### src/rtl/joy_pad_responder.sv
// joy_pad_responder: the pad end of the NES joypad serial link, a 4021-style
// parallel-in/serial-out register. The console drives latch and shift clock;
// this block returns one active-low button bit per shift-clock rising edge.
// All inputs are asynchronous and are synchronized here. The raw buttons are
// debounced before they can be latched into a report.
module joy_pad_responder #(
  parameter int SYNC_STAGES     = 2,
  parameter int DEBOUNCE_CYCLES = 50000,
  parameter int PAD_BITS        = 8
) (
  input  logic                pad_clk_in,
  input  logic                rst_n_in,
  input  logic                latch_in,
  input  logic                shift_clk_in,
  input  logic [PAD_BITS-1:0] buttons_n_in,
  output logic                data_n_out,
  output logic [3:0]          shift_count_out,
  output logic [1:0]          state_out,
  output logic                report_done_out
);

  localparam int              CNT_W     = $clog2(DEBOUNCE_CYCLES) + 1;
  localparam logic [CNT_W-1:0] DB_LAST  = CNT_W'(DEBOUNCE_CYCLES - 1);
  localparam logic [3:0]       COUNT_MAX = 4'(PAD_BITS);

  typedef enum logic [1:0] {
    ST_IDLE      = 2'd0,
    ST_LOADING   = 2'd1,
    ST_SHIFTING  = 2'd2,
    ST_EXHAUSTED = 2'd3
  } state_e;

  // Synchronizer chains; reset values are the idle levels of the console
  // lines so that no phantom edge appears when reset is released.
  logic [SYNC_STAGES-1:0]               latch_sync_q;
  logic [SYNC_STAGES-1:0]               shclk_sync_q;
  logic [SYNC_STAGES-1:0][PAD_BITS-1:0] btn_sync_q;
  logic                                 shclk_prev_q;

  logic                latch_s;
  logic                shift_rise;
  logic [PAD_BITS-1:0] pressed;

  // Debounce state: accepted vector, last sampled vector, stability counter.
  logic [PAD_BITS-1:0] deb_q, deb_d;
  logic [PAD_BITS-1:0] cand_q;
  logic [CNT_W-1:0]    db_cnt_q, db_cnt_d;

  // Report state.
  state_e              state_q, state_d;
  logic [PAD_BITS-1:0] shreg_q, shreg_d;
  logic [3:0]          count_q, count_d;
  logic                done_q, done_d;
  logic                data_n_q;

  // Synchronize every asynchronous input and keep one extra copy of the
  // shift clock for rising-edge detection.
  always_ff @(posedge pad_clk_in or negedge rst_n_in) begin
    if (!rst_n_in) begin
      latch_sync_q <= '0;
      shclk_sync_q <= '1;
      btn_sync_q   <= '1;
      shclk_prev_q <= 1'b1;
    end else begin
      latch_sync_q <= {latch_sync_q[SYNC_STAGES-2:0], latch_in};
      shclk_sync_q <= {shclk_sync_q[SYNC_STAGES-2:0], shift_clk_in};
      btn_sync_q   <= {btn_sync_q[SYNC_STAGES-2:0], buttons_n_in};
      shclk_prev_q <= shclk_sync_q[SYNC_STAGES-1];
    end
  end

  assign latch_s    = latch_sync_q[SYNC_STAGES-1];
  assign shift_rise = shclk_sync_q[SYNC_STAGES-1] & ~shclk_prev_q;
  assign pressed    = ~btn_sync_q[SYNC_STAGES-1];

  // Accept a new button vector only once it has held still long enough;
  // any change while counting restarts the count from zero.
  always_comb begin
    deb_d    = deb_q;
    db_cnt_d = db_cnt_q;
    if (pressed == deb_q) begin
      db_cnt_d = '0;
    end else if (pressed != cand_q) begin
      db_cnt_d = '0;
    end else if (db_cnt_q == DB_LAST) begin
      deb_d    = pressed;
      db_cnt_d = '0;
    end else begin
      db_cnt_d = db_cnt_q + CNT_W'(1);
    end
  end

  // Debounce registers.
  always_ff @(posedge pad_clk_in or negedge rst_n_in) begin
    if (!rst_n_in) begin
      deb_q    <= '0;
      cand_q   <= '0;
      db_cnt_q <= '0;
    end else begin
      deb_q    <= deb_d;
      cand_q   <= pressed;
      db_cnt_q <= db_cnt_d;
    end
  end

  // Report FSM and shift register next state. A high latch always wins over
  // a shift edge; a shift in the cycle latch falls acts on the value loaded
  // while latch was still high. Ones fill in from the top, so an exhausted
  // report keeps reading "pressed" like an official pad.
  always_comb begin
    state_d = state_q;
    shreg_d = shreg_q;
    count_d = count_q;
    done_d  = 1'b0;
    if (latch_s) begin
      shreg_d = deb_q;
      count_d = '0;
      state_d = ST_LOADING;
    end else begin
      if (shift_rise) begin
        shreg_d = {1'b1, shreg_q[PAD_BITS-1:1]};
        if (count_q != COUNT_MAX) begin
          count_d = count_q + 4'd1;
        end
      end
      case (state_q)
        ST_LOADING, ST_SHIFTING: begin
          state_d = ST_SHIFTING;
          if (shift_rise && (count_q == COUNT_MAX - 4'd1)) begin
            state_d = ST_EXHAUSTED;
            done_d  = 1'b1;
          end
        end
        default: begin
          state_d = state_q;
        end
      endcase
    end
  end

  // Report registers; the serial output is registered from the next LSB.
  always_ff @(posedge pad_clk_in or negedge rst_n_in) begin
    if (!rst_n_in) begin
      state_q  <= ST_IDLE;
      shreg_q  <= '0;
      count_q  <= '0;
      done_q   <= 1'b0;
      data_n_q <= 1'b1;
    end else begin
      state_q  <= state_d;
      shreg_q  <= shreg_d;
      count_q  <= count_d;
      done_q   <= done_d;
      data_n_q <= ~shreg_d[0];
    end
  end

  assign data_n_out      = data_n_q;
  assign shift_count_out = count_q;
  assign state_out       = state_q;
  assign report_done_out = done_q;

endmodule

### config.mk
export PLATFORM = sky130hd
export DESIGN_NAME = joy_pad_responder
export DESIGN_NICKNAME = d
export VERILOG_FILES = /design/src/rtl/joy_pad_responder.sv
export SDC_FILE = /design/constraint.sdc
export NUM_CORES = 1
export LEC_CHECK = 0
export CELL_PAD_IN_SITES_DETAIL_PLACEMENT = 1
export CELL_PAD_IN_SITES_GLOBAL_PLACEMENT = 1
export CORE_MARGIN = 1.5
export CORE_UTILIZATION = 40
export CTS_CLUSTER_SIZE = 40
export DETAILED_ROUTE_END_ITERATION = 8
export PLACE_DENSITY_LB_ADDON = 0.12
export SETUP_SLACK_MARGIN = 0.4
export SYNTH_ARGS = -nofsm -noshare
export SYNTH_HDL_FRONTEND = slang
export SYNTH_SLANG_ARGS = --single-unit
### constraint.sdc
create_clock -name pad_clk_in -period 5.5 [get_ports pad_clk_in]
set_clock_uncertainty 0.15 [all_clocks]
set_input_delay 1.65 -clock pad_clk_in [delete_from_list [all_inputs] [get_ports pad_clk_in]]
set_output_delay 1.65 -clock pad_clk_in [all_outputs]
set_load 0.05 [all_outputs]
## Word-level counts from Yosys, hierarchy flattened

Cells that the tools add are included.

- Register bits: 70
- Output and inout bits: 8
- Logic and storage cells: 50

- Add/subtract/negate cells: 2
- Equal/unequal tests: 7
- Muxes and demuxes: 14
- Bitwise operators: 6
- Reduce and logical (&&, ||, !) cells: 7

Operators with widths:

| cell | count |
|---|---|
| $mux W17 | 3 |
| $add A17 B1 Y17 const B | 1 |
| $eq A17 B16 Y1 const B | 1 |
| $mux W8 | 2 |
| $mux W4 | 3 |
| $eq A8 B8 Y1 | 1 |
| $ne A8 B8 Y1 | 1 |
| $not A8 Y8 | 1 |
| $reduce_bool A2 Y1 | 3 |
| $add A4 B1 Y4 const B | 1 |
| $eq A4 B3 Y1 const B | 1 |
| $mux W1 | 4 |
| $mux W2 | 2 |
| $ne A4 B4 Y1 const B | 1 |
| $not A1 Y1 | 4 |
| $reduce_and A3 Y1 | 1 |
| $eq A2 B1 Y1 const B | 1 |
| $eq A2 B2 Y1 const B | 1 |
| $reduce_and A2 Y1 | 1 |
| $reduce_or A2 Y1 | 1 |
| $and A1 B1 Y1 | 1 |
| $logic_and A1 B1 Y1 | 1 |

## Longest topological paths before layout

Gate-level depths: netlist of the first run.

- Depth after elaboration: 6
- Depth in mapped cells: 7
- Depth with buffers taken out: 6

## Worst setup path after synthesis of the first run

OpenSTA, ideal clock, no wires.

- Path kind: reg2out
- Start point: reg data_n_q (netlist: data_n_out)
- End point: out data_n_out
- Data arrival time: 0.656 ns
- Data required time: 3.700 ns
- Slack: 3.044 ns
- Cell stages (with the launch flop): 1
- Path buffers: 0
- Path through: dfstp_2

RTL lines:

| what | RTL line | RTL |
|---|---|---|
| start: declaration | 54 | `logic data_n_q;` |
| start signal: assignment | 154 | `data_n_q <= ~shreg_d[0];` |
| end: declaration | 16 | `output logic data_n_out,` |

No word-level cell between the ends.

## Worst setup path in the final report of the first run

- Start point: reg data_n_q (netlist: data_n_out)
- End point: out data_n_out

No word-level cell between the ends.

==> results of run 1 <==
[flip-flops by register name, summed over array words and instances (netlist names)]
name and cells:
db_cnt_q 17, report_done_out 1, state_out 2, shift_count_out 4
shreg_q 8, deb_q 8, shclk_prev_q 1, data_n_out 1
cand_q 8, btn_sync_q 16, latch_sync_q 2, shclk_sync_q 2
[through the flow]
step / instances / worst slack (ns)
floorplan: 233 / 3.04
global placement: 344 / 2.42
detailed placement: 344 / 2.42
CTS: 360 / 2.03
global route: 360 / 2.02
finish: 360 / 2.06
[worst min path at each step]
stage | cells past startpoint | slack (ns) | from | end
2_1_floorplan | 0 | 0.18 | latch_sync_q[0]$_DFF_PN0_ | latch_sync_q[1]$_DFF_PN0_
3_3_place_gp | 0 | 0.18 | latch_sync_q[0]$_DFF_PN0_ | latch_sync_q[1]$_DFF_PN0_
3_5_place_dp | 0 | 0.19 | latch_sync_q[0]$_DFF_PN0_ | latch_sync_q[1]$_DFF_PN0_
4_1_cts | 0 | 0.21 | shclk_sync_q[0]$_DFF_PN1_ | shclk_sync_q[1]$_DFF_PN1_
5_1_grt | 0 | 0.21 | btn_sync_q[0]$_DFF_PN1_ | btn_sync_q[8]$_DFF_PN1_
6_report | 0 | 0.20 | latch_sync_q[0]$_DFF_PN0_ | latch_sync_q[1]$_DFF_PN0_
[per-layer routing]
layer	part of all wire, %	up-vias	GRT usage [%]
met3	2.3	12	3.41
met2	46	18	22.1
li1	-	811	-
met1	49	848	20.3
met5	0	-	0
met4	2.8	0	9.09
[placed cells by master (no fill, tap or decap), types with 2 or more instances in the layout]
| master | count |
|---|---|
| clkbuf_8 | 11 |
| nand4b_1 | 2 |
| nand2b_1 | 2 |
| dfstp_2 | 20 |
| nor2_1 | 26 |
| nand3_1 | 5 |
| nand2_1 | 21 |
| inv_1 | 15 |
| mux2i_1 | 9 |
| nand4_1 | 6 |
| and2_1 | 2 |
| mux2_2 | 5 |
| nor3_1 | 4 |
| mux2_4 | 2 |
| ha_1 | 3 |
| dfrtp_1 | 50 |
| clkbuf_1 | 4 |
| xnor2_1 | 15 |
| xor2_1 | 19 |
| clkdlybuf4s50_1 | 18 |
| a21oi_1 | 3 |
| nor4_1 | 3 |
| o21ai_0 | 7 |
[report_power, final]
part           switching [mW]  internal, mW  total, mW
clock network           0.179         0.235      0.414
registers              0.0115         0.534      0.546
logic                  0.0295        0.0210     0.0505
total                   0.220         0.791       1.01
[kinds of logic after synthesis]
group,share of synthesized area [%]
AND/OR/NAND/NOR,13.9
buffers and inverters,3.05
multiplexers,6.23
AO/OA/AOI/OAI,2.30
XOR/XNOR,10.5
flip-flops,62.7
adder cells (fa/ha/maj),1.33
[area by class of cell]
class / instances / area, um^2 / area share, %
sequential: 70 / 1780 / 53.6
multi-input combinational: 143 / 970 / 29.3
timing repair buffer: 20 / 193 / 5.82
clock buffer: 15 / 166 / 5.02
tap: 96 / 120 / 3.63
inverter: 15 / 56.3 / 1.70
clock inverter: 1 / 30.0 / 0.907
==> flow_metrics.py, run 1 <==
metrics = {
    "cells_and_area": {
        "nets": 274,
        "synthToLayoutAreaGrowth_pct": 16.9,
        "fin_area_um2": 3310,
        "final_core_util_pct": 48.5,
        "fillers": 761,
        "antenna_cells": 0,
        "layout-drive-gt1-share_pct": 17.4,
    },
    "synthesis": {
        "yosys.area.top_type": "dfrtp_1",
        "synth_most_common_cell": "dfrtp_1",
        "async_flop_share_pct": 100,
        "synth-edff-count": 0,
        "synth.cells.most_frequent": "50 x dfrtp_1, 26 x nor2_1, 21 x nand2_1",
        "synth_seq_cells": 70,
        "synth.top_cell.area_share_pct": 44.2,
        "yosysWarnings": 0,
        "synth_area_um2": 2830,
        "synth_cells": 233,
        "ys_types": 32,
        "synth.area.top_cells": "dfrtp_1 44%, dfstp_2 19%, xor2_1 5.9%, xnor2_1 4.6%, nor2_1 3.4%",
        "seq_area_frac_synth_pct": 62.7,
        "ys.flop_type": "dfrtp_1",
        "synth_nets": 248,
        "avgSynthCellArea_um2": 12.2,
    },
    "sta": {
        "whs_ns": 0.202,
        "period_share_pct": 62.6,
        "fmax_mhz": 290,
        "finalCriticalPeriod_ns": 3.44,
        "finalHoldViolations": 0,
        "relSlewSlack_pct": 46.3,
        "maxSlewViolCount": 0,
        "setup_violations": 0,
        "worst_pin_slew_ns": 0.806,
        "tns_ns": 0,
        "rsz0062_at_grt": "false",
    },
    "critical_path": {
        "cp_cell_sequence": "clkdlybuf4s50_1",
        "r2r_end": "db_cnt_q[13]$_DFF_PN0_",
        "worst-path-buf-inv": 1,
        "ff2ff_path_depth": 5,
        "critical_path_class": "flop to output pin",
        "ff2ff_setup_slack_ns": 3.11,
        "cp.arrival_ns": 1.64,
        "crit_cells": 1,
        "required_ns": 3.70,
        "crit_fanout": 1,
        "cp-end-kind": "output pin",
        "cp_slowest_cell": "clkdlybuf4s50_1",
        "max_stage_delay_ns": 0.79,
        "r2r-start": "btn_sync_q[12]$_DFF_PN1_",
        "path_delay_family": "buffers and inverters",
        "cp-start-kind": "flop",
        "startpoint": "data_n_out$_DFF_PN1_",
        "crit_path_end": "data_n_out",
    },
    "floorplan": {
        "io_pins": 20,
        "initial_core_util_pct": 41.5,
        "chipHeight_um": 87.2,
        "fp-row-count": 30,
        "core-area_um2": 6830,
        "die-area_um2": 7600,
        "die_w_um": 87.2,
    },
    "pwr": {
        "vdd_drop_max_v": 0.000114,
        "power_density_nw_per_um2": 305,
        "finalPower_mw": 1.01,
        "p_leak_nw": 1.45,
    },
    "clocking": {
        "htreeDepth": 3,
        "postCtsSetupBuffers": 0,
        "numCtsBuffers": 9,
        "hold_buffers": 0,
        "clk_latency_ns": 0.34,
        "cts_root_buf": "clkbuf_8",
        "cts_resized": 0,
        "clkTransAtPathRegs_ns": 0.07,
        "cts.sinks": 70,
        "cts_tree": "yes",
        "clockBufferDepth": 2,
    },
    "drt": {
        "drt_iter0_markers": 63,
        "drtAntennaViolNets": 0,
        "wl_um": 4800,
        "drc_errors": 0,
        "avgViaCountPerCell": 4.69,
        "first_pass_iters": 4,
        "via_count": 1689,
        "drt-wirelength-per-cell_um": 13.3,
    },
    "grt": {
        "grt_pass1_vias": 1747,
        "grt.total_usage_pct": 15.0,
        "globalRouteOverflowTotal": 0,
        "antenna_found_initial": 0,
        "grt_pass1_wl_um": 8420,
        "grt_max_degree": 37,
    },
    "outcome": {
        "status": "completed",
    },
    "placement": {
        "io_buffers": 19,
        "hpwl_um": 3250,
        "routabilityCongestion": 0.720,
        "place_area_um2": 3120,
    },
    "min_path": {
        "hold_path_class": "flop to flop",
    },
    "flow_run": {
        "drv_cap": 0,
    },
}
(Power assumes the default switching activity.)
==> run 2: changes to the inputs <==
==> constraint.sdc (replaced) <==
create_clock -name pad_clk_in -period 3.3 [get_ports pad_clk_in]
set_clock_uncertainty 0.15 [all_clocks]
set_input_delay 0.99 -clock pad_clk_in [delete_from_list [all_inputs] [get_ports pad_clk_in]]
set_output_delay 0.99 -clock pad_clk_in [all_outputs]
set_load 0.05 [all_outputs]
==> flow_metrics.py, run 2 (synthesis results as in run 1) <==
metrics = {
    "clocking": {
        "clockBufferDepth": 2,
        "cts.sinks": 70,
        "clk_latency_ns": 0.34,
        "cts_root_buf": "clkbuf_8",
        "cts_resized": 0,
        "numCtsBuffers": 9,
        "cts_tree": "yes",
        "hold_buffers": 0,
        "clkTransAtPathRegs_ns": 0.07,
        "postCtsSetupBuffers": 0,
        "htreeDepth": 3,
    },
    "sta": {
        "rsz0062_at_grt": "false",
        "setup_violations": 0,
        "relSlewSlack_pct": 55.6,
        "fin_ws_ns": 0.520,
        "worst_pin_slew_ns": 0.666,
        "finalCriticalPeriod_ns": 2.78,
        "maxSlewViolCount": 0,
        "period_share_pct": 84.2,
        "finalHoldViolations": 0,
        "tns_ns": 0,
        "fmax_mhz": 360,
    },
    "floorplan": {
        "fp-row-count": 30,
        "core-area_um2": 6830,
        "die-area_um2": 7600,
        "initial_core_util_pct": 41.5,
        "chipHeight_um": 87.2,
        "die_w_um": 87.2,
        "io_pins": 20,
    },
    "critical_path": {
        "worst-path-buf-inv": 1,
        "cp_cell_sequence": "clkdlybuf4s50_1",
        "cp.arrival_ns": 1.64,
        "cp-start-kind": "flop",
        "path_delay_family": "buffers and inverters",
        "cp-end-kind": "output pin",
        "critical_path_class": "flop to output pin",
        "cp_slowest_cell": "clkdlybuf4s50_1",
        "max_stage_delay_ns": 0.78,
        "required_ns": 2.16,
        "crit_fanout": 1,
    },
    "drt": {
        "wl_um": 4960,
        "drt-wirelength-per-cell_um": 13.8,
        "drtAntennaViolNets": 0,
        "first_pass_iters": 4,
        "via_count": 1694,
        "avgViaCountPerCell": 4.72,
        "drc_errors": 0,
        "drt_iter0_markers": 49,
    },
    "grt": {
        "grt.total_usage_pct": 15.1,
        "met2_usage_pct": 23.4,
        "grt_pass1_vias": 1755,
        "grt_util_met3_pct": 2.84,
        "top_usage_layer": "met2",
        "grt_max_degree": 33,
        "antenna_found_initial": 0,
        "met1_usage_pct": 19.8,
        "globalRouteOverflowTotal": 0,
        "grt_pass1_wl_um": 8500,
    },
    "cells_and_area": {
        "fillers": 735,
        "layout_common_cells": "50 x dfrtp_1, 26 x nor2_1, 21 x nand2_1, 20 x dfstp_2, 19 x xor2_1",
        "multi_input_area_um2": 970,
        "final_common_cell": "dfrtp_1",
        "seqCellArea_um2": 1780,
        "largest-register": "db_cnt_q",
        "top_regs": "db_cnt_q: 17 flops, btn_sync_q: 16 flops",
        "largest_reg_flops": 17,
        "nets": 275,
        "antenna_cells": 0,
        "layout-drive-gt1-share_pct": 17.9,
        "synthToLayoutAreaGrowth_pct": 16.2,
    },
    "pwr": {
        "p_leak_nw": 1.45,
        "power_density_nw_per_um2": 477,
        "vdd_drop_max_v": 0.000218,
    },
    "placement": {
        "post-place-ws_ns": 0.868,
        "io_buffers": 19,
        "hpwl_um": 3540,
        "routabilityCongestion": 0.751,
    },
    "min_path": {
        "hold_path_class": "flop to flop",
    },
    "outcome": {
        "status": "completed",
    },
    "flow_run": {
        "drv_cap": 0,
    },
}
-- run 2: where the power goes --
part           internal, mW  switching [mW]  total [mW]
logic                0.0372          0.0493      0.0866
registers             0.891          0.0197       0.911
clock network         0.283           0.289       0.572
total                  1.21           0.358        1.57
-- run 2: area by class of cell --
| class | instances | share of cell area (%) |
|---|---|---|
| flip-flops and latches | 70 | 54.0 |
| multi-input cells | 143 | 29.5 |
| repair buffers | 21 | 6.46 |
| clock buffers | 12 | 4.41 |
| well taps | 96 | 3.65 |
| inverters | 15 | 1.71 |
| clock inverters | 2 | 0.304 |
-- run 2: per-stage QoR --
step	total power, mW	hold slack (ns)	area [um^2]	std cells	utilization [%]
floorplan	0.964	0.181	2830	233	-
global placement	1.01	0.184	3140	345	45.9
detailed placement	1.02	0.187	3140	345	45.9
CTS	1.60	0.203	3290	359	48.2
global route	1.64	0.211	3290	359	48.2
finish	1.57	0.204	3290	359	48.2
-- run 2: path summary, 6_finish.rpt --
kind / endpoint / slack [ns] / start / cells after the start
max in group asynchronous: btn_sync_q[13]$_DFF_PN1_ / 1.78 / rst_n_in / 2
hold reg to reg: latch_sync_q[1]$_DFF_PN0_ / 0.20 / latch_sync_q[0]$_DFF_PN0_ / 0
setup / recovery: data_n_out / 0.52 / data_n_out$_DFF_PN1_ / 1
min in group asynchronous: shift_count_out[0]$_DFFE_PN0P_ / 0.52 / rst_n_in / 1
hold / removal: latch_sync_q[1]$_DFF_PN0_ / 0.20 / latch_sync_q[0]$_DFF_PN0_ / 0
setup reg to reg: db_cnt_q[7]$_DFF_PN0_ / 0.91 / db_cnt_q[10]$_DFF_PN0_ / 4
-- run 2: layer usage --
layer | wire length, um | vias to the layer above | share of wire [%]
met2 | 2380 | 19 | 48
met1 | 2340 | 852 | 47
li1 | - | 810 | -
met4 | 135 | 0 | 2.7
met3 | 103 | 13 | 2.1
met5 | 0 | - | 0
==> patch 1 (flow settings as in run 2) <==
`shreg_q` no longer has a reset.
--- a/src/rtl/joy_pad_responder.sv
+++ b/src/rtl/joy_pad_responder.sv
@@ -144,3 +144,2 @@
       state_q  <= ST_IDLE;
-      shreg_q  <= '0;
       count_q  <= '0;
@@ -150,3 +149,2 @@
       state_q  <= state_d;
-      shreg_q  <= shreg_d;
       count_q  <= count_d;
@@ -155,2 +153,6 @@
     end
+  end
+
+  always_ff @(posedge pad_clk_in) begin
+    shreg_q <= shreg_d;
   end
Behaviour: same outputs for any inputs over 10 cycles, from zero or initial values and one cycle with rst_n_in low; that may be too few to reach the edited logic, so the function may still have changed.
==> patch 1 against run 2 <==
  * Maximum frequency fell by 0.47%
  * Cell area hardly changed
  * Setup slack got worse by 0.013 ns
  * Critical path type unchanged
  * Wire length down 1.1%
  * Largest power group unchanged
  * Area after synthesis fell by 0.27%
  * Cell count rose by 0.56%
  * Sequential cell count is the same
  * Power increased by 2.4%
==> patch 1: results (changes against run 2) <==
----------------------------------------------------
[Power]
  Leak Pwr ... 1.37 nW (-5.4%)
  Max rail drop VDD ... 0.000200 V (-8.1%)

[Detailed routing]
  Via count ... 1,683 (-0.65%)
  Met2 wire length ... 2390 um (+0.38%)
  Sum of routed wire segments on met1 ... 2270 um (-2.9%)
  Met3 layer wire length in the routed design ... 145 um (+41%)
  Top routing layer in use ... met4
  Detailed-route wire length ... 4910 um (-1.1%)
  First-pass iteration count of the detailed router ... 2 (-2)
  Initial DRC count ... 84 (+71%)

[Logic synthesis]
  Asr flop ratio synth ... 88.6% (-11 points)
  Most numerous cell types in the synthesized netlist ... sky130_fd_sc_hd__dfrtp_1 (42), sky130_fd_sc_hd__nor2_1 (28), sky130_fd_sc_hd__nand2_1 (27)
  Synth top area cells ... sky130_fd_sc_hd__dfrtp_1 (37%), sky130_fd_sc_hd__dfstp_2 (19%), sky130_fd_sc_hd__edfxtp_1 (7.4%), sky130_fd_sc_hd__xor2_1 (5.6%), sky130_fd_sc_hd__xnor2_1 (5.0%)
  Count of flip-flops with a built-in enable after synthesis ... 7 (+7)
  Synth cell types ... 34 (+6.3%)
  Fraction of the yosys area taken by sequential cells ... 64.0% (+1.2 points)

[Timing]
  Final sum of negative setup slack ... 0 ns (unchanged)
  Relative slew slack ... 53.3% (-2.3 points)

[Setup path]
  Internal reg-to-reg setup slack ... 0.97 ns (+0.06 ns)
  Worst path arrival time ... 1.65 ns
  Reg2Reg Depth ... 4 (unchanged)
  Launch point of the worst reg-to-reg path ... db_cnt_q[13]$_DFF_PN0_

[Global routing]
  Vias in the first global route ... 1,859 (+5.9%)
  Pin count of the biggest net entering global routing ... 35 (+6.1%)
  Wire length of the first global-routing pass ... 8690 um (+2.2%)
  Global-route met2 utilization ... 24.2% (+0.78 points)
  Met3 capacity usage during global routing ... 4.45% (+1.6 points)
  Routing usage on met1 ... 19.1% (-0.70 points)
  Total Routing Usage GR ... 15.3% (+0.21 points)

[Clock network]
  Insertion delay of the later-clocked pin in the worst-skew pair ... 0.34 ns (about the same)
  Number of resized instances in the post-cts repair step ... 0 (unchanged)
  H-tree Lvls ... 3 (unchanged)
  Clock Tree Buf Depth ... 2 (unchanged)

[Finish]
  Fraction of layout cells with a size suffix above 1 ... 18.5% (+0.62 points)

[Place]
  Final RePlAce weighted congestion ... 0.745 (-0.79%)
  Detailed Place HPWL ... 3360 um (-5.2%)

[Status]
  Outcome ... finished clean

----------------------------------------------------
patch 1: area by class of cell:
cell class,instances,area [um2]
Inverter,14,52.6
Multi-Input combinational cell,144,936
Clock inverter,6,37.5
Tap cell,96,120
Sequential cell,70,1810
Clock buffer,10,128
Timing Repair Buffer,21,213
Fill cell,733,3500
patch 1: worst min-delay path by stage:
stage          slack (ns)                   endpoint
4_1_cts              0.20  latch_sync_q[1]$_DFF_PN0_
5_1_grt              0.21    btn_sync_q[9]$_DFF_PN1_
6_report             0.20  latch_sync_q[1]$_DFF_PN0_
3_3_place_gp         0.18  latch_sync_q[1]$_DFF_PN0_
2_1_floorplan        0.18  latch_sync_q[1]$_DFF_PN0_
3_5_place_dp         0.19  latch_sync_q[1]$_DFF_PN0_
patch 1: through the flow:
step | cell area, um2 | total power [mW] | util (%) | instances | setup slack, ns
after floorplan | 2830 | 0.984 | - | 233 | 1.33
after global placement | 3130 | 1.03 | 46.0 | 345 | 0.878
after detailed placement | 3130 | 1.03 | 46.0 | 345 | 0.867
after CTS | 3290 | 1.64 | 48.5 | 361 | 0.480
after global routing | 3290 | 1.68 | 48.5 | 361 | 0.454
final | 3290 | 1.61 | 48.5 | 361 | 0.507
patch 1: cells by family after synthesis:
kind of cell / count (synthesis) / share of synthesized area, %
simple gates: 84 / 14.5
flops: 70 / 64.0
xor+xnor: 34 / 10.5
buf+inv: 19 / 2.92
compound gates: 13 / 2.57
mux: 10 / 4.16
fa+ha+maj: 3 / 1.33
patch 1: report_power, final:
group	internal [mW]	switching [mW]	total [mW]
registers	0.907	0.0205	0.928
clock network	0.270	0.321	0.591
logic	0.0368	0.0508	0.0876
total	1.21	0.392	1.61
==> patch 2 (settings of run 2) <==
Made on the original files. Set the parameter `DEBOUNCE_CYCLES` to 100000 (it was 50000).
--- a/src/rtl/joy_pad_responder.sv
+++ b/src/rtl/joy_pad_responder.sv
@@ -7,3 +7,3 @@
   parameter int SYNC_STAGES     = 2,
-  parameter int DEBOUNCE_CYCLES = 50000,
+  parameter int DEBOUNCE_CYCLES = 100000,
   parameter int PAD_BITS        = 8
Function: no difference found for any inputs over 10 cycles, from zero or initial values and one cycle with rst_n_in low; that may be too few to reach the edited logic, so the function may still have changed.
==> patch 2 against run 2 <==
  * Power rose by 14%
  * Non-clock buffer count unchanged
  * Cell area up 3.0%
  * Area after synthesis up 1.0%
  * Wire length is 2.3% higher
  * Sequential share of layout area fell by 0.82 points
  * Setup slack better by 0.0052 ns
  * Sequential cell count up 1
  * Critical endpoint unchanged
==> patch 2: results (changes against run 2) <==
----------------------------------------------------
[Status]
  Outcome ... finished clean

[Global routing]
  Wire length of the first global-routing pass ... 8630 um (+1.5%)
  Pin count of the biggest net entering global routing ... 45 (+36%)
  Vias in the first global route ... 1,769 (+0.80%)
  Total Routing Usage GR ... 15.3% (+0.28 points)

[Logic synthesis]
  Synth top area cells ... sky130_fd_sc_hd__dfrtp_1 (45%), sky130_fd_sc_hd__dfstp_2 (18%), sky130_fd_sc_hd__xor2_1 (5.8%), sky130_fd_sc_hd__xnor2_1 (4.9%), sky130_fd_sc_hd__nor2_1 (3.1%)
  Synth cell types ... 34 (+6.3%)
  Most numerous cell types in the synthesized netlist ... sky130_fd_sc_hd__dfrtp_1 (51), sky130_fd_sc_hd__nor2_1 (24), sky130_fd_sc_hd__dfstp_2 (20)
  Syn Nets ... 245 (-1.2%)

[Setup path]
  Launch point of the worst reg-to-reg path ... db_cnt_q[0]$_DFF_PN0_

[Min path]
  Hold Startpoint ... btn_sync_q[2]$_DFF_PN1_

[Timing]
  Post-route fraction of the period consumed by the critical path ... 84.1% (-0.16 points)
  Worst hold slack ... 0.201 ns (-0.00369 ns)
  Relative slew slack ... 55.2% (-0.36 points)

[Finish]
  Fraction of layout cells with a size suffix above 1 ... 19.5% (+1.6 points)
  Largest registers ... db_cnt_q x18, btn_sync_q x16
  Flip-flop count of the largest register, all copies and words added ... 18 (+1)
  Final net count ... 272 (-1.1%)

[Place]
  I/O Buffers ... 19 (unchanged)
  Final RePlAce weighted congestion ... 0.753 (+0.23%)
  Detailed Place HPWL ... 3520 um (-0.75%)
  Instance area after placement ... 3160 um2 (+0.92%)
  Post-placement worst setup slack ... 0.833 ns (-0.0352 ns)

[Detailed routing]
  Vias/cell ... 4.72 (about the same)
  First-pass iteration count of the detailed router ... 3 (-1)
  Initial DRC count ... 72 (+47%)

[Power]
  Leak Pwr ... 1.46 nW (+1.1%)
  Max rail drop VDD ... 0.000235 V (+8.0%)

[Clock network]
  H-tree Lvls ... 3 (unchanged)
  Clock Tree Buf Depth ... 2 (unchanged)
  CTS clock-pin slew for the worst setup and hold paths ... 0.07 ns (about the same)

----------------------------------------------------
-- patch 2: worst paths after layout --
path | end | depth (start not counted)
hold / removal | btn_sync_q[10]$_DFF_PN1_ | 0
setup / recovery | data_n_out | 1
setup reg to reg | db_cnt_q[13]$_DFF_PN0_ | 6
hold reg to reg | btn_sync_q[10]$_DFF_PN1_ | 0
max in group asynchronous | btn_sync_q[9]$_DFF_PN1_ | 2
min in group asynchronous | cand_q[1]$_DFF_PN0_ | 1
-- patch 2: cell families after synthesis --
logic type | Yosys count | share of synthesized area, %
buf+inv | 18 | 2.75
compound gates | 12 | 2.27
xor+xnor | 35 | 10.7
simple gates | 75 | 13.8
flops | 71 | 63.0
mux | 16 | 6.21
fa+ha+maj | 3 | 1.31
-- patch 2: metal layers --
metal / global-route usage (%) / up-vias / share of wire [%]
met5: 0 / - / 0
li1: - / 811 / -
met4: 7.79 / 0 / 1.5
met3: 4.15 / 7 / 2.9
met2: 24.1 / 16 / 48
met1: 19.6 / 856 / 48
-- patch 2: per-stage QoR --
stage | utilization (%) | std cells
after CTS | 49.3 | 358
final | 49.3 | 358
after floorplan | - | 230
after detailed placement | 46.1 | 342
after global placement | 46.1 | 342
after global routing | 49.3 | 358
-- patch 2: layout make-up --
type	instances	area, um2	area share (%)
sequential	71	1800	53.2
multi-input combinational	141	981	29.0
timing repair buffer	21	213	6.28
clock buffer	13	159	4.69
tap	96	120	3.55
clock inverter	3	65.1	1.92
inverter	13	48.8	1.44
-- patch 2: report_power, final --
part / total [mW] / internal [mW] / switching [mW] / leakage (nW)
Sequential: 0.921 / 0.902 / 0.0190 / 0.894
Clock: 0.774 / 0.467 / 0.307 / 0.114
Combinational: 0.0864 / 0.0366 / 0.0498 / 0.456
